==> src/rtl/jam_cost_responder.sv <==
// Cost-table responder: holds the 8x8 worker/job cost matrix, serves W/J lookups
// and captures the searcher's result, or flags a search that never finishes.
module jam_cost_responder #(
   parameter int unsigned TIMEOUT = 1000000
) (
   input  logic        CLK,
   input  logic        RST,
   input  logic        ld_valid,
   input  logic [6:0]  ld_data,
   output logic        ld_ready,
   input  logic [2:0]  W,
   input  logic [2:0]  J,
   output logic [6:0]  Cost,
   input  logic        Valid,
   input  logic [3:0]  MatchCount,
   input  logic [9:0]  MinCost,
   output logic        table_ready,
   output logic        res_valid,
   output logic [3:0]  res_count,
   output logic [9:0]  res_min,
   output logic [19:0] cyc_count,
   output logic        timeout
);

   localparam int unsigned COST_W  = 7;
   localparam int unsigned ADDR_W  = 6;
   localparam int unsigned DEPTH   = 64;
   localparam int unsigned CYC_W   = 20;
   localparam int unsigned COUNT_W = 4;
   localparam int unsigned MIN_W   = 10;

   localparam logic [CYC_W-1:0]  CYC_MAX  = {CYC_W{1'b1}};
   localparam logic [CYC_W-1:0]  CYC_LAST = CYC_W'(TIMEOUT - 1);
   localparam logic [ADDR_W-1:0] ADDR_END = {ADDR_W{1'b1}};

   typedef enum logic [1:0] {
      S_LOAD  = 2'd0,
      S_SERVE = 2'd1,
      S_DONE  = 2'd2
   } state_t;

   state_t               state_q, state_d;
   logic [ADDR_W-1:0]    ld_addr_q, ld_addr_d;
   logic [CYC_W-1:0]     cyc_q, cyc_d;
   logic                 res_valid_q, res_valid_d;
   logic [COUNT_W-1:0]   res_count_q, res_count_d;
   logic [MIN_W-1:0]     res_min_q, res_min_d;
   logic                 timeout_q, timeout_d;
   logic                 mem_we;
   logic [COST_W-1:0]    mem [DEPTH];

   // Cost storage; contents survive reset and are rewritten by each load.
   always_ff @(posedge CLK) begin
      if (mem_we) begin
         mem[ld_addr_q] <= ld_data;
      end
   end

   // State and result registers.
   always_ff @(posedge CLK or posedge RST) begin
      if (RST) begin
         state_q     <= S_LOAD;
         ld_addr_q   <= '0;
         cyc_q       <= '0;
         res_valid_q <= 1'b0;
         res_count_q <= '0;
         res_min_q   <= '0;
         timeout_q   <= 1'b0;
      end else begin
         state_q     <= state_d;
         ld_addr_q   <= ld_addr_d;
         cyc_q       <= cyc_d;
         res_valid_q <= res_valid_d;
         res_count_q <= res_count_d;
         res_min_q   <= res_min_d;
         timeout_q   <= timeout_d;
      end
   end

   // Next-state logic; a Valid in the final timeout cycle takes priority.
   always_comb begin
      state_d     = state_q;
      ld_addr_d   = ld_addr_q;
      cyc_d       = cyc_q;
      res_valid_d = res_valid_q;
      res_count_d = res_count_q;
      res_min_d   = res_min_q;
      timeout_d   = timeout_q;
      mem_we      = 1'b0;
      case (state_q)
         S_LOAD: begin
            if (ld_valid) begin
               mem_we    = 1'b1;
               ld_addr_d = ld_addr_q + ADDR_W'(1);
               if (ld_addr_q == ADDR_END) begin
                  state_d = S_SERVE;
               end
            end
         end
         S_SERVE: begin
            if (cyc_q != CYC_MAX) begin
               cyc_d = cyc_q + CYC_W'(1);
            end
            if (Valid) begin
               res_valid_d = 1'b1;
               res_count_d = MatchCount;
               res_min_d   = MinCost;
               state_d     = S_DONE;
            end else if (cyc_q == CYC_LAST) begin
               timeout_d = 1'b1;
               state_d   = S_DONE;
            end
         end
         S_DONE: begin
         end
         default: begin
            state_d = S_LOAD;
         end
      endcase
   end

   assign ld_ready    = (state_q == S_LOAD);
   assign table_ready = (state_q != S_LOAD);
   assign Cost        = (state_q == S_LOAD) ? COST_W'(0) : mem[{W, J}];
   assign res_valid   = res_valid_q;
   assign res_count   = res_count_q;
   assign res_min     = res_min_q;
   assign cyc_count   = cyc_q;
   assign timeout     = timeout_q;

endmodule
==> config.mk <==
export PLATFORM = sky130hd
export DESIGN_NAME = jam_cost_responder
export DESIGN_NICKNAME = d
export VERILOG_FILES = /design/src/rtl/jam_cost_responder.sv
export SDC_FILE = /design/constraint.sdc
export NUM_CORES = 1
export LEC_CHECK = 0
export ABC_AREA = 1
export CORE_MARGIN = 2
export CORE_UTILIZATION = 40
export CTS_CLUSTER_SIZE = 16
export DETAILED_ROUTE_END_ITERATION = 16
export PLACE_DENSITY = 0.59
export SETUP_SLACK_MARGIN = 0.4
export SLEW_MARGIN = 20
export SYNTH_ARGS = -nofsm -noshare
export SYNTH_HDL_FRONTEND = slang
export SYNTH_SLANG_ARGS = --single-unit
export TNS_END_PERCENT = 5
==> constraint.sdc <==
create_clock -name CLK -period 2.47 [get_ports CLK]
set_clock_uncertainty 0.15 [all_clocks]
set_input_delay 0.3705 -clock CLK [delete_from_list [all_inputs] [get_ports CLK]]
set_output_delay 0.3705 -clock CLK [all_outputs]
set_load 0.01 [all_outputs]
Word level (Yosys, flattened, before mapping)
Memories as Yosys holds them, arrays and structs flattened.
Cells that the tools add are included.
{"block": "op_classes", "addsub": 2, "eq_ne": 8, "mux": 10, "bitwise": 2, "reduce_logical": 7}
{"operator": "adder 20 x 1 -> 20 bit, second input constant", "count": 1}
{"operator": "equality test 20 bit, second input constant", "count": 1}
{"operator": "inequality test 20 bit, second input constant", "count": 1}
{"operator": "two-way mux 2 bit", "count": 4}
{"operator": "two-way mux 7 bit", "count": 1}
{"operator": "adder 6 x 1 -> 6 bit, second input constant", "count": 1}
{"operator": "equality test 6 bit, second input constant", "count": 1}
{"operator": "case mux 2 bit (3 select lines)", "count": 1}
{"operator": "AND reduction 2 bit", "count": 3}
{"operator": "two-way mux 1 bit", "count": 4}
{"operator": "AND reduction 4 bit", "count": 1}
{"operator": "inequality test 3 bit, second input constant", "count": 1}
{"operator": "AND reduction 3 bit", "count": 1}
{"operator": "equality test 2 x 1 -> 1 bit, second input constant", "count": 1}
{"operator": "equality test 2 bit, second input constant", "count": 1}
{"operator": "zero test 2 bit", "count": 1}
{"operator": "inequality test 2 x 1 -> 1 bit, second input constant", "count": 1}
{"operator": "inequality test 2 bit, second input constant", "count": 1}
{"operator": "inverter 1 bit", "count": 2}
{"operator": "nonzero test 2 bit", "count": 1}
{"block": "totals", "regBits": 44, "ram_bits": 448, "input_bits": 31, "output_inout_bits": 45, "elab_cells": 37, "mem_count": 1}
{"name": "mem", "words": 64, "word_bits": 7, "rd": 1, "rd_ports_with_merged_regs": 0, "write_ports": 1, "line": "50", "source": "logic [COST_W-1:0] mem [DEPTH];"}

Depth between registers and ports, before layout
Gate-level depths: netlist (run 1).
{"block": "logic_depth", "word_depth": 4, "depth_mapped": 12, "ltp_nobuf": 12}

Least setup slack after synthesis (run 1)
Ideal clock, no wire load.
{"block": "synth_timing", "path_type": "register -> register", "from": "reg state_q[1]", "to": "mem mem[11][0] (enable)", "setup_time_ps": 360, "arrival_ps": 1649, "required_time_ps": 1960, "slack_ps": 311, "stages_incl_launch_ff": 7, "n_path_buf": 1, "synth_period_minus_slack_ps": 2159, "cell_sequence": "dfrtp_1 nor2_4 inv_2 nor2_1 buf_4 nand4_1 nor2_1"}
{"block": "synth_between", "elab_chain_len": 4}
{"item": "from (decl)", "line": "42", "source": "state_t state_q, state_d;"}
{"item": "from (signal assigned)", "line": "70", "source": "state_q <= state_d;"}
{"item": "zero test 2 bit"}
{"item": "named net ld_ready", "line": "10", "source": "output logic ld_ready,"}
{"item": "two-way mux 1 bit", "line": "90", "source": "case (state_q)"}
{"item": "two-way mux 1 bit", "line": "54", "source": "if (mem_we) begin"}
{"item": "two-way mux 1 bit (implied by the code)", "line": "55", "source": "mem[ld_addr_q] <= ld_data;"}
{"item": "to (decl)", "line": "50"}
The timed path passes the listed nets, and every way through them passes these cells.

Worst setup path after layout (run 1)
{"block": "layout_timing", "from": "mem mem[39][3]", "to": "out Cost[3]"}
{"block": "layout_between", "elab_chain_len": 2}
{"item": "memory read (64 x 7 bit)"}
{"item": "two-way mux 7 bit", "line": "124", "source": "assign Cost = (state_q == S_LOAD) ? COST_W'(0) : mem[{W, J}];"}
{"item": "to (decl)", "line": "13", "source": "output logic [6:0] Cost,"}
Every way passes these cells.

==> impl_metrics.yaml, run 1 <==
detailed_routing:
  wirelength_mm: 59.0
  routedWlPerCell_microns: 21.5
  drtIter0Drc: 1391
  ant_nets: 0
  vias_per_cell: 5.39
  drc: 0
  num_vias: 14800
  dr.pass1.iters: 5
timing:
  period_share_pct: 99.8
  setup-violations-final: 0
  tns_ns: 0
  finalCriticalPeriod_ns: 2.46
  slew_headroom_pct: 53.6
  fmax_mhz: 406
  finalWorstSetupSlack_ns: 0.00507
  maxSlewViolCount: 0
  finalHoldViolCount: 0
  fin_hold_ws_ns: 0.0805
  tightest_slew_ns: 0.696
  rsz0062_at_grt: "true"
global_route:
  antenna_found_initial: 0
  grt_max_degree: 65
  grt_first_pass_wirelength_mm: 87.4
  busiest_layer: "met2"
  overflow: 0
  first_global_vias: 14400
  grtUsageMet2_pct: 35.0
  grt_usage_pct: 21.8
  grt_util_met1_pct: 30.2
  use_met3_pct: 3.29
clocking:
  cts.htree.levels: 2
  clock_path_buffers: 3
  clock_latency_ns: 0.60
  clock-sinks: 492
  numCtsBuffers: 52
  cts_tree: "done"
  clk_pin_slew_ns: 0.06
  clockRootBuffer: "clkbuf_16"
yosys:
  synthTopCellsByArea: "edfxtp_1 66%, nand2_1 11%, nand3_1 9.5%"
  ys_ff_latch: 492
  ys_warn_count: 0
  yosys.area.top_type: "edfxtp_1"
  synth_cell_types: 31
  synthesis.nets: 1844
  syn_area_per_cell_sq_um: 11.3
  synth_area_sq_mm: 0.0205
  yosysSeqAreaShare_pct: 70.9
  synth_top_area_share_pct: 65.6
  syn_inst: 1811
power_and_ir_drop:
  p_clk_share_pct: 43.0
  p_seq_share_pct: 49.3
  p_sw_share_pct: 22.7
  peakVddDrop_uv: 498
  power_leakage_nw: 10.4
  intPower_mw: 14.2
  p_per_area_mw_per_mm2: 680
  power_frac_comb_pct: 7.7
  p_switching_mw: 4.18
finish:
  final_area_sq_mm: 0.0271
  drive_gt1_share_pct: 26.7
  fin_nets: 2062
  syn_to_final_growth_pct: 32.0
  nFillCells: 4247
  diodes: 0
  final_util_pct: 53.8
min_path:
  hold_class: "in -> async"
worst_setup_path:
  arrival_ns: 1.94
  endpoint_kind: "output port"
  start_kind: "register"
  crit_type: "reg -> out"
  crit_fanout: 1
  worstPathRequired_ns: 1.95
placement:
  place_area_sq_mm: 0.0231
  gp_congestion: 0.845
  post-dp-hpwl_mm: 34.1
  io_buffers: 75
  dp_slack_ns: -0.546
floorplanning:
  pin_count: 76
  die_h_microns: 230
  core_sq_mm: 0.0504
  die_w_microns: 230
  start_util_pct: 40.7
  die_area_sq_mm: 0.0531
  row_count: 82
job:
  drv.max_cap_violation_count: 0
status:
  status: "completed"
cell usage in the layout (no fill, tap or decap), types with 6 or more instances in the layout:
master / n
buf_4: 74
clkinv_2: 12
edfxtp_1: 448
xor2_1: 18
nor2_2: 16
clkbuf_1: 6
nand2_1: 566
nand3_4: 12
nor3_1: 14
dfrtp_2: 13
dlymetal6s2s_1: 19
clkinv_1: 10
buf_6: 58
nor2_4: 42
mux2_2: 14
nand3_2: 98
nand2_2: 45
nor2_1: 30
o21ai_0: 7
buf_16: 13
inv_1: 30
dfrtp_1: 31
clkdlybuf4s50_1: 33
buf_2: 14
bufinv_16: 6
nand3_1: 282
buf_12: 36
nand4_1: 10
clkbuf_16: 60
cell families (layout without fill, tap and decap cells):
group                      after synthesis  after routing  synth area share (%)
AOI/OAI and AO/OA                       17             17                 0.439
DFF                                    492            492                  70.9
xor gates and xnor gates                21             21                 0.897
and+or+nand+nor                       1124           1124                  23.5
muxes                                   14             14                 0.768
adders and majority gates                2              2                 0.122
buffers and inverters                  141            401                  3.32
synth_stat cells, drive strengths merged:
cell    instances
clkbuf         17
o21bai          1
dfrtp          44
a21boi          1
nand2         613
nor4            3
o21ai           7
clkinv          1
nand3         392
buf            84
a21oi           8
xnor2           3
ha              2
nor3           16
xor2           18
mux2           14
edfxtp        448
inv            39
nand4          10
nand3b          2
nor2           88
metrics by stage:
step	power, mW	instances
finish	18.4	2743
global route	19.0	2743
CTS	18.4	2736
detailed placement	10.4	2618
global placement	10.4	2618
floorplan	9.80	1811
flip-flops by register name (all words and copies together), names as in the netlist:
| name | count |
|---|---|
| ld_addr_q | 6 |
| res_count | 4 |
| state_q | 2 |
| timeout | 1 |
| res_min | 10 |
| res_valid | 1 |
| mem | 448 |
| cyc_count | 20 |
final timing paths:
path | startpoint | end | slack, ns | depth (start not counted)
max | mem[39][3]$_DFFE_PP_ | Cost[3] | 0.005 | 9
min | RST | res_min[7]$_DFFE_PP0P_ | 0.08 | 3
max reg2reg | state_q[1]$_DFFE_PP0P_ | mem[18][3]$_DFFE_PP_ | 0.30 | 9
min reg2reg | res_valid$_DFFE_PP0P_ | res_valid$_DFFE_PP0P_ | 0.32 | 2
max in group asynchronous | RST | cyc_count[2]$_DFFE_PP0P_ | 1.66 | 3
min in group CLK | ld_data[3] | mem[15][3]$_DFFE_PP_ | 0.16 | 2
repair_timing:
item	4_1_cts	5_1_grt
resized for setup	154	302
gates cloned	10	6
pin swaps	61	74
setup buffers	12	1
endpoints found under the hold margin	0	0
hold buffers	0	0
setup endpoints to repair	461	483
critical path, cell delays in order (launching register included):
cell      delay (ns)
edfxtp_1        0.33
nand2_1         0.07
nand3_1         0.08
nand3_1         0.11
nand2_1         0.13
nand2_1         0.08
nand3_2         0.10
nand3_4         0.10
a21oi_4         0.19
buf_2           0.15
metal layers:
metal	part of all wire (%)	vias to the layer above
li1	-	6766
met4	3.1	0
met2	48	585
met5	0	-
met1	42	7338
met3	7.0	94
cell type report:
| cell class | instances | area [sq um] | area share, % |
|---|---|---|---|
| Timing Repair Buffer | 265 | 3300 | 12.2 |
| Clock buffer | 60 | 1370 | 5.07 |
| Multi-Input combinational cell | 1178 | 6450 | 23.8 |
| Clock inverter | 36 | 357 | 1.32 |
| Sequential cell | 492 | 14600 | 53.8 |
| Tap cell | 672 | 841 | 3.10 |
| Inverter | 40 | 195 | 0.721 |
power by group through the flow:
stage	clock [mW]	combinational (mW)	sequential [mW]
3_5_place_dp	0	1.12	9.26
3_3_place_gp	0	1.11	9.26
5_1_grt	8.40	1.50	9.08
6_report	7.92	1.41	9.09
2_1_floorplan	0	0.537	9.26
4_1_cts	8.06	1.28	9.08
(Power assumes the default switching activity.)
==> run 2: changes to the inputs <==
--- a/config.mk
+++ b/config.mk
@@ -10,7 +10,8 @@
 export CORE_UTILIZATION = 40
 export CTS_CLUSTER_SIZE = 16
 export DETAILED_ROUTE_END_ITERATION = 16
-export PLACE_DENSITY = 0.59
+export DONT_BUFFER_PORTS = 1
+export PLACE_DENSITY = 0.57
 export SETUP_SLACK_MARGIN = 0.4
 export SLEW_MARGIN = 20
 export SYNTH_ARGS = -nofsm -noshare
==> run 2 against run 1 <==
  * The run now ends with setup timing left
  * Cell count fell by 4.3%
  * Total power fell by 3.8%
  * Critical path depth rose by 3
  * Maximum frequency fell by 16%
  * Largest power group unchanged
==> impl_metrics.yaml, run 2 (synthesized netlist as in run 1, its figures left out) <==
min_path:
  hold_path_depth: 1
  hp-start: "ld_data[6]"
  hold_class: "in -> reg"
floorplanning:
  die_area_sq_mm: 0.0531
  core_sq_mm: 0.0504
  die_w_microns: 230
  pin_count: 76
  start_util_pct: 40.7
  row_count: 82
  die_h_microns: 230
worst_setup_path:
  critPathMaxStageDelay_ns: 0.39
  endpoint: "Cost[4]"
  reg2reg_slack_ns: 0.35
  crit_family: "buffers and inverters"
  arrival_ns: 2.42
  r2r-end: "mem[25][5]$_DFFE_PP_"
  crit_chain: "inv_16 -> buf_4 -> buf_4 -> nand2_1 -> nand3_1 -> nand3_1 -> nand2_1 -> nand2_1 -> nand3_1 -> nand3_2 -> a21oi_4 -> buf_4"
  start_kind: "primary input"
  crit_fanout: 225
  crit_type: "in -> out"
  crit_path_top_delay_cell: "inv_16"
  endpoint_kind: "output port"
  path_depth: 12
  worstPathRequired_ns: 1.95
  cp-startpoint: "J[0]"
  reg2regPathDepth: 9
  rr_startpoint: "state_q[1]$_DFFE_PP0P_"
  path_buf_inv: 4
finish:
  multi_input_comb_area_sq_mm: 0.00641
  syn_to_final_growth_pct: 23.4
  final_cell_mix: "556 x nand2_1, 448 x edfxtp_1, 264 x nand3_1"
  regMostFlops: "mem"
  largest_reg_flops: 448
  final_util_pct: 50.2
  diodes: 0
  drive_gt1_share_pct: 24.0
  nFillCells: 4328
  seq_area_sq_mm: 0.0146
  fin_nets: 1950
  final_area_sq_mm: 0.0253
  final_common_cell: "nand2_1"
power_and_ir_drop:
  p_clk_share_pct: 42.8
  power_leakage_nw: 9.34
  p_switching_mw: 3.84
  p_per_area_mw_per_mm2: 700
  p_sw_share_pct: 21.7
  intPower_mw: 13.9
  power_frac_comb_pct: 5.9
  p_seq_share_pct: 51.3
  peakVddDrop_uv: 434
clocking:
  clock_latency_ns: 0.61
  cts.htree.levels: 2
  clock_path_buffers: 3
  numCtsBuffers: 51
  clock-sinks: 492
  clockRootBuffer: "clkbuf_16"
  clk_pin_slew_ns: 0.06
  cts_tree: "done"
job:
  drv.max_cap_violation_count: 0
placement:
  post-dp-hpwl_mm: 30.6
  io_buffers: 0
  place_area_sq_mm: 0.0218
  gp_congestion: 0.834
timing:
  slew_headroom_pct: 46.8
  tns_ns: -3.10
  finalHoldViolCount: 0
  finalCriticalPeriod_ns: 2.94
  fmax_mhz: 340
  rsz0062_at_grt: "true"
  tightest_slew_ns: 0.798
  fin_hold_ws_ns: 0.0234
  maxSlewViolCount: 0
  finalWorstSetupSlack_ns: -0.468
  period_share_pct: 119
  setup-violations-final: 7
detailed_routing:
  wirelength_mm: 54.3
  num_vias: 13800
  vias_per_cell: 5.27
  routedWlPerCell_microns: 20.7
  dr.pass1.iters: 6
  ant_nets: 0
  drtIter0Drc: 1247
  drc: 0
global_route:
  antenna_found_initial: 0
  grt_first_pass_wirelength_mm: 82.6
  first_global_vias: 13700
  grt_max_degree: 226
  grt_usage_pct: 20.4
  overflow: 0
status:
  status: "finished with violations"
  violations: "setup timing"
==> run 2: cell count changes in the layout (fill, tap and decap cells not counted), moves of 10 or more <==
cell and change:
nand2_1 -10, dlygate4sd3_1 +20, buf_2 -14, buf_6 -21, dlymetal6s2s_1 -19, nor2_1 +16, buf_12 -25, nand3_2 +22
clkdlybuf4s50_1 -33, nand3_1 -18, nor2_4 -16
==> run 2: worst min-delay path by stage <==
stage,end,slack [ns]
3_5_place_dp,res_min[5]$_DFFE_PP0P_,0.13
4_1_cts,mem[7][1]$_DFFE_PP_,0.003
5_1_grt,mem[7][1]$_DFFE_PP_,0.01
2_1_floorplan,mem[0][0]$_DFFE_PP_,0.32
6_report,mem[53][6]$_DFFE_PP_,0.02
3_3_place_gp,res_min[2]$_DFFE_PP0P_,0.12
==> run 2: area by class of cell <==
cell class | instances | share of cell area (%)
flip-flops and latches | 492 | 57.5
multi-input cells | 1178 | 25.3
repair buffers | 154 | 6.71
clock buffers | 62 | 5.37
well taps | 672 | 3.32
clock inverters | 26 | 1.04
inverters | 40 | 0.697
==> run 2: per-stage QoR <==
step	power [mW]	setup WS [ns]	cells
2_1_floorplan	9.80	0.311	1811
3_3_place_gp	9.95	-0.147	2497
3_5_place_dp	9.95	-0.134	2497
4_1_cts	17.7	-0.0393	2611
5_1_grt	18.2	-0.0574	2624
6_report	17.7	-0.468	2624
==> run 2: power groups by stage <==
stage / combinational, mW / clock [mW] / sequential, mW
after floorplan: 0.537 / 0 / 9.26
after global placement: 0.689 / 0 / 9.26
after detailed placement: 0.691 / 0 / 9.26
after CTS: 0.943 / 7.72 / 9.09
after global routing: 1.14 / 8.03 / 9.08
final: 1.05 / 7.57 / 9.09
==> run 2: worst reg2reg max path: stages, from the launching register on <==
cell     delay [ns]
dfrtp_2        0.43
nor2_4         0.13
inv_2          0.05
nor2_2         0.09
buf_6          0.15
buf_6          0.13
nand3_4        0.20
buf_6          0.22
nor2_4         0.10
buf_6          0.16
==> run 2: what timing repair did <==
| action | in CTS | in global routing |
|---|---|---|
| setup buffers | 0 | 10 |
| endpoints found under the hold margin | 509 | 1 |
| pin swaps | 41 | 136 |
| hold buffers | 26 | 1 |
| endpoints found under the setup margin | 290 | 396 |
| gates cloned | 0 | 2 |
| resized for setup | 87 | 233 |
==> run 2: per-layer routing <==
metal | part of all wire, % | vias up | wire length (microns) | global-route usage [%]
met3 | 8.0 | 86 | 4340 | 4.82
met5 | 0 | - | 0 | 0
li1 | - | 6500 | - | -
met4 | 2.5 | 0 | 1360 | 5.83
met2 | 47 | 477 | 25300 | 32.6
met1 | 43 | 6766 | 23300 | 28.0
==> RTL change 1, RTL diff (flow settings as in run 1) <==
`ADDR_W`: 6 -> 7.
--- a/src/rtl/jam_cost_responder.sv
+++ b/src/rtl/jam_cost_responder.sv
@@ -24,5 +24,5 @@
 
    localparam int unsigned COST_W  = 7;
-   localparam int unsigned ADDR_W  = 6;
+   localparam int unsigned ADDR_W  = 7;
    localparam int unsigned DEPTH   = 64;
    localparam int unsigned CYC_W   = 20;
Behaviour: no difference found for any inputs over 10 cycles, from zero or initial values and one cycle with RST high; that may be too few to reach the edited logic, so the function may still have changed.
==> RTL change 1 against run 1 <==
Cell area down 3.6%. Area after synthesis up 0.70%. Wire length down 2.5%. Global-route usage down 0.53 points. Final cell count about the same. Sequential share of layout area up 2.1 points. Critical path type unchanged. Sequential cell count up 1. Count of clock-buffer cells in the layout up 12. Power down 1.5%. Setup slack worse by 3.6 ps.
==> RTL change 1: results (changes against run 1) <==
metric,value,unit,change
multi_input_area_share,23.2,%,was 23.8%
diodes,0,,unchanged
avgSynthCellArea,11.4,sq um,was 11.3 sq um
regArea,0.0146,sq mm,about the same
ir_drop,0.502,mV,was 0.498 mV
grt_use_met2,34.5,%,was 35.0%
cts-resized-gates,146,,was 154
cts_hold_buf,1,,was 0
cts_buffers,53,,was 52
clockBufferCount,72,,was 60
cp_slowest_stage_delay,360,ps,was 330 ps
synth_seq_cells,493,,was 492
synth_common_cells,"nand2_1, edfxtp_1, nand3_1, nor2_1, buf_2",,unchanged
antenna_found_initial,1,,was 0
met1_usage,29.4,%,was 30.2%
r2r_slack,450,ps,was 300 ps
outcome,"finished, final reports clean",,unchanged
grt_pass1_vias,14400,,about the same
seq_area_frac_synth,70.6,%,was 70.9%
tightest_slew,674,ps,was 696 ps
post-cts-setup-buffers,4,,was 12
drive_gt1_share,23.8,%,was 26.7%
gr-usage-met3,3.19,%,was 3.29%
gp_congestion,0.881,,was 0.845
period_share,99.9,%,was 99.8%
nNonClkInverters,38,,was 40
synth_compound_area_share,0.709,%,was 0.439%
final.fill_count,4399,,was 4247
buf_share,10.5,%,was 12.2%
grtUsageTotal,21.3,%,was 21.8%
grt_pass1_wl,86600,um,was 87400 um
root_buffer,clkbuf_16,,unchanged
syn_nets,1847,,was 1844
final_area,0.0261,sq mm,was 0.0271 sq mm
dpl_cell_area,0.0234,sq mm,was 0.0231 sq mm
r2r_start,state_q[0],,was state_q[1]
buffers_excl_clock,254,,was 265
critPathLaunch,mem[17][0],,was mem[39][3]
endpoint,Cost[0],,was Cost[3]
fin_cells,2745,,was 2743
muxShareOfSynthArea,0.763,%,was 0.768%
nNetsFinal,2055,,was 2062
synthArstFlopShare,9.13,%,was 8.94%
synth_xor_area_share,0.848,%,was 0.897%
reg2reg_depth,7,,was 9
holdCritPathClass,primary input to register,,was primary input to async pin
detailedPlace.worstSlack,-543,ps,was -546 ps
yosys.area_share.adder,0.121,%,was 0.122%
synth_largest_type_area_fraction,65.1,%,was 65.6%
synth.distinct_cells,34,,was 31
rr_endpoint,mem[58][3],,was mem[18][3]
taps,680,,was 672
RTL change 1: how the worst min path moves through the flow:
stage / startpoint / to / depth (start not counted)
2_1_floorplan: ld_data[0] / mem[0][0] / 0
3_3_place_gp: res_valid / res_valid / 2
3_5_place_dp: res_valid / res_valid / 2
4_1_cts: ld_data[2] / mem[52][2] / 2
5_1_grt: ld_data[2] / mem[26][2] / 2
6_report: ld_data[2] / mem[26][2] / 2
RTL change 1: power by group through the flow:
| stage | logic, mW | registers, mW | clock network [mW] |
|---|---|---|---|
| final | 1.34 | 9.10 | 7.71 |
| after detailed placement | 1.15 | 9.27 | 0 |
| after CTS | 1.25 | 9.10 | 7.83 |
| after global placement | 1.15 | 9.27 | 0 |
| after floorplan | 0.538 | 9.28 | 0 |
| after global routing | 1.43 | 9.09 | 8.14 |
RTL change 1: metal layers:
layer  share of wire, %  vias up  wire length (um)
met5              0.023        -                13
met4                2.8        2              1630
met1                 43     7261             24500
met3                6.5      101              3750
li1                   -     6739                 -
met2                 48      522             27600
==> RTL change 2, RTL diff (settings of run 1) <==
Without the edit above. Encoding of `state_t`: now one-hot (3 bits for 3 states).
--- a/src/rtl/jam_cost_responder.sv
+++ b/src/rtl/jam_cost_responder.sv
@@ -34,8 +34,8 @@
    localparam logic [ADDR_W-1:0] ADDR_END = {ADDR_W{1'b1}};
 
-   typedef enum logic [1:0] {
-      S_LOAD  = 2'd0,
-      S_SERVE = 2'd1,
-      S_DONE  = 2'd2
+   typedef enum logic [2:0] {
+      S_LOAD  = 3'b001,
+      S_SERVE = 3'b010,
+      S_DONE  = 3'b100
    } state_t;
 
Function: same outputs for any inputs over 10 cycles, from zero or initial values and one cycle with RST high; not proved beyond that.
==> RTL change 2 against run 1 <==
Wire length down 4.2%. Count of clock-buffer cells in the layout up 2. Area after synthesis up 0.23%. Critical path type unchanged. Sequential cell count up 1. Worst hold slack worse by 43 ps. Cell area up 0.29%. Utilization down 0.60 points. Die area up 0.23%. Setup slack better by 11 ps. Non-clock buffer count down 23. Register-to-register slack worse by 140 ps.
Power is not compared: it rests on default switching activity, and its combinational part moved more than twofold at a synthesized area within 25%.
==> RTL change 2: results (changes against run 1) <==
metric,value,unit,change
largest-register,mem,,unchanged
clk_latency,600,ps,about the same
outcome,"finished, final reports clean",,unchanged
grtUsageTotal,21.1,%,was 21.8%
cts.htree.levels,2,,unchanged
reg2reg_depth,9,,unchanged
root_buffer,clkbuf_16,,unchanged
synth_common_cells,"nand2_1, edfxtp_1, nand3_1, nor2_1, buf_2",,unchanged
met2_length,27900,um,was 28000 um
cp_max_fo,1,,unchanged
synthArstFlopShare,9.13,%,was 8.94%
synth_edf_count,448,,unchanged
syn_nets,1854,,was 1844
r2r_start,state_q[0],,was state_q[1]
r2r_slack,160,ps,was 300 ps
yosysMostFrequentCell,nand2_1,,unchanged
grt_pass1_wl,84900,um,was 87400 um
drive_gt1_share,28.7,%,was 26.7%
via_per_inst,5.32,,was 5.39
wl,56500,um,was 59000 um
synth_area_leaders,"edfxtp_1, nand2_1, nand3_1",,unchanged
detailedPlace.worstSlack,-574,ps,was -546 ps
nNetsFinal,2050,,was 2062
clockBufferDepth,3,,unchanged
cts_buffers,51,,was 52
antenna_found_initial,1,,was 0
holdCritPathClass,primary input to async pin,,unchanged
critPathArrivalTime,1930,ps,
leakage,10.3,nW,
final.fill_count,4310,,was 4247
rr_endpoint,mem[63][4],,was mem[18][3]
clkTransAtPathRegs,60,ps,about the same
grt_pass1_vias,14100,,was 14400
dp_hpwl,34600,um,was 34100 um
tightest_slew,849,ps,was 696 ps
yosysWarnings,0,,unchanged
p_switching,5.77,mW,
synth.distinct_cells,34,,was 31
drtIter0Drc,1185,,was 1391
route.met3.wl,3290,um,was 4120 um
seq_area_frac_synth,70.9,%,about the same
largest_reg_flops,448,,unchanged
grt_max_degree,65,,unchanged
drt_pass1_iterations,5,,unchanged
highest_layer,met4,,unchanged
gp_congestion,0.872,,was 0.845
start_util,40.2,%,was 40.7%
ir_drop,0.460,mV,
port_buffers,75,,unchanged
met1Wirelength,23800,um,was 25000 um
[RTL change 2: routing by layer]
| metal | vias up | GRT usage (%) |
|---|---|---|
| met4 | 0 | 6.83 |
| li1 | 6738 | - |
| met3 | 94 | 2.63 |
| met2 | 444 | 35.3 |
| met5 | - | 0 |
| met1 | 7269 | 28.7 |
[RTL change 2: how the worst max path moves through the flow]
stage,startpoint,depth (start not counted),slack (ps),end
finish,mem[13][6],10,20,Cost[6]
global placement,J[0],12,-510,Cost[2]
detailed placement,J[0],12,-570,Cost[5]
floorplan,state_q[0],6,160,mem[13][0]
global route,mem[37][4],10,-70,Cost[4]
CTS,mem[8][5],10,10,Cost[5]
[RTL change 2: final cells by class]
cell class                 count  area, sq um  share of cell area, %
antenna                        1         2.50                0.00921
clock buffer                  62         1360                   5.00
clock inverter                29          380                   1.40
inverter                      43          208                  0.765
multi-input combinational   1186         6880                   25.3
sequential                   493        14600                   53.7
tap                          680          851                   3.13
timing repair buffer         242         2890                   10.6
[RTL change 2: critical path: stages (launching register included)]
cell and delay (ps):
edfxtp_1 370, nand2_1 70, nand3_1 90, nand3_2 120, nand2_2 80, nand2_2 70
nand3_2 100, nand3_2 100, a21oi_2 50, buf_4 140, buf_6 110
[RTL change 2: what timing repair did]
| item | in CTS | in global routing |
|---|---|---|
| gates cloned | 4 | 0 |
| pin swaps | 100 | 148 |
| buffers inserted | 9 | 2 |
| setup endpoints to repair | 486 | 504 |
| gates resized for setup | 201 | 318 |
[RTL change 2: cell families after synthesis]
group | count (synthesis) | synth area share, %
AND/OR/NAND/NOR | 1123 | 23.6
flip-flops | 493 | 70.9
buffers and inverters | 143 | 3.05
AO/OA/AOI/OAI | 24 | 0.621
XOR/XNOR | 22 | 0.937
multiplexers | 14 | 0.767
adder cells (fa/ha/maj) | 2 | 0.122
[RTL change 2: per-stage QoR]
step,cells,area (sq um),hold slack (ps),util (%)
floorplan,1821,20700,317,-
global placement,2629,23300,301,45.6
detailed placement,2629,23300,299,45.6
CTS,2733,25900,45.1,50.7
global route,2736,27200,84.7,53.2
finish,2736,27200,37.5,53.2
[RTL change 2: power by group through the flow]
stage	combinational (mW)	clock (mW)	sequential (mW)
after global routing	4.03	8.49	9.80
final	3.77	8.03	9.76
after global placement	2.89	0	9.89
after CTS	3.28	8.14	9.74
after floorplan	1.41	0	9.90
after detailed placement	2.92	0	9.91
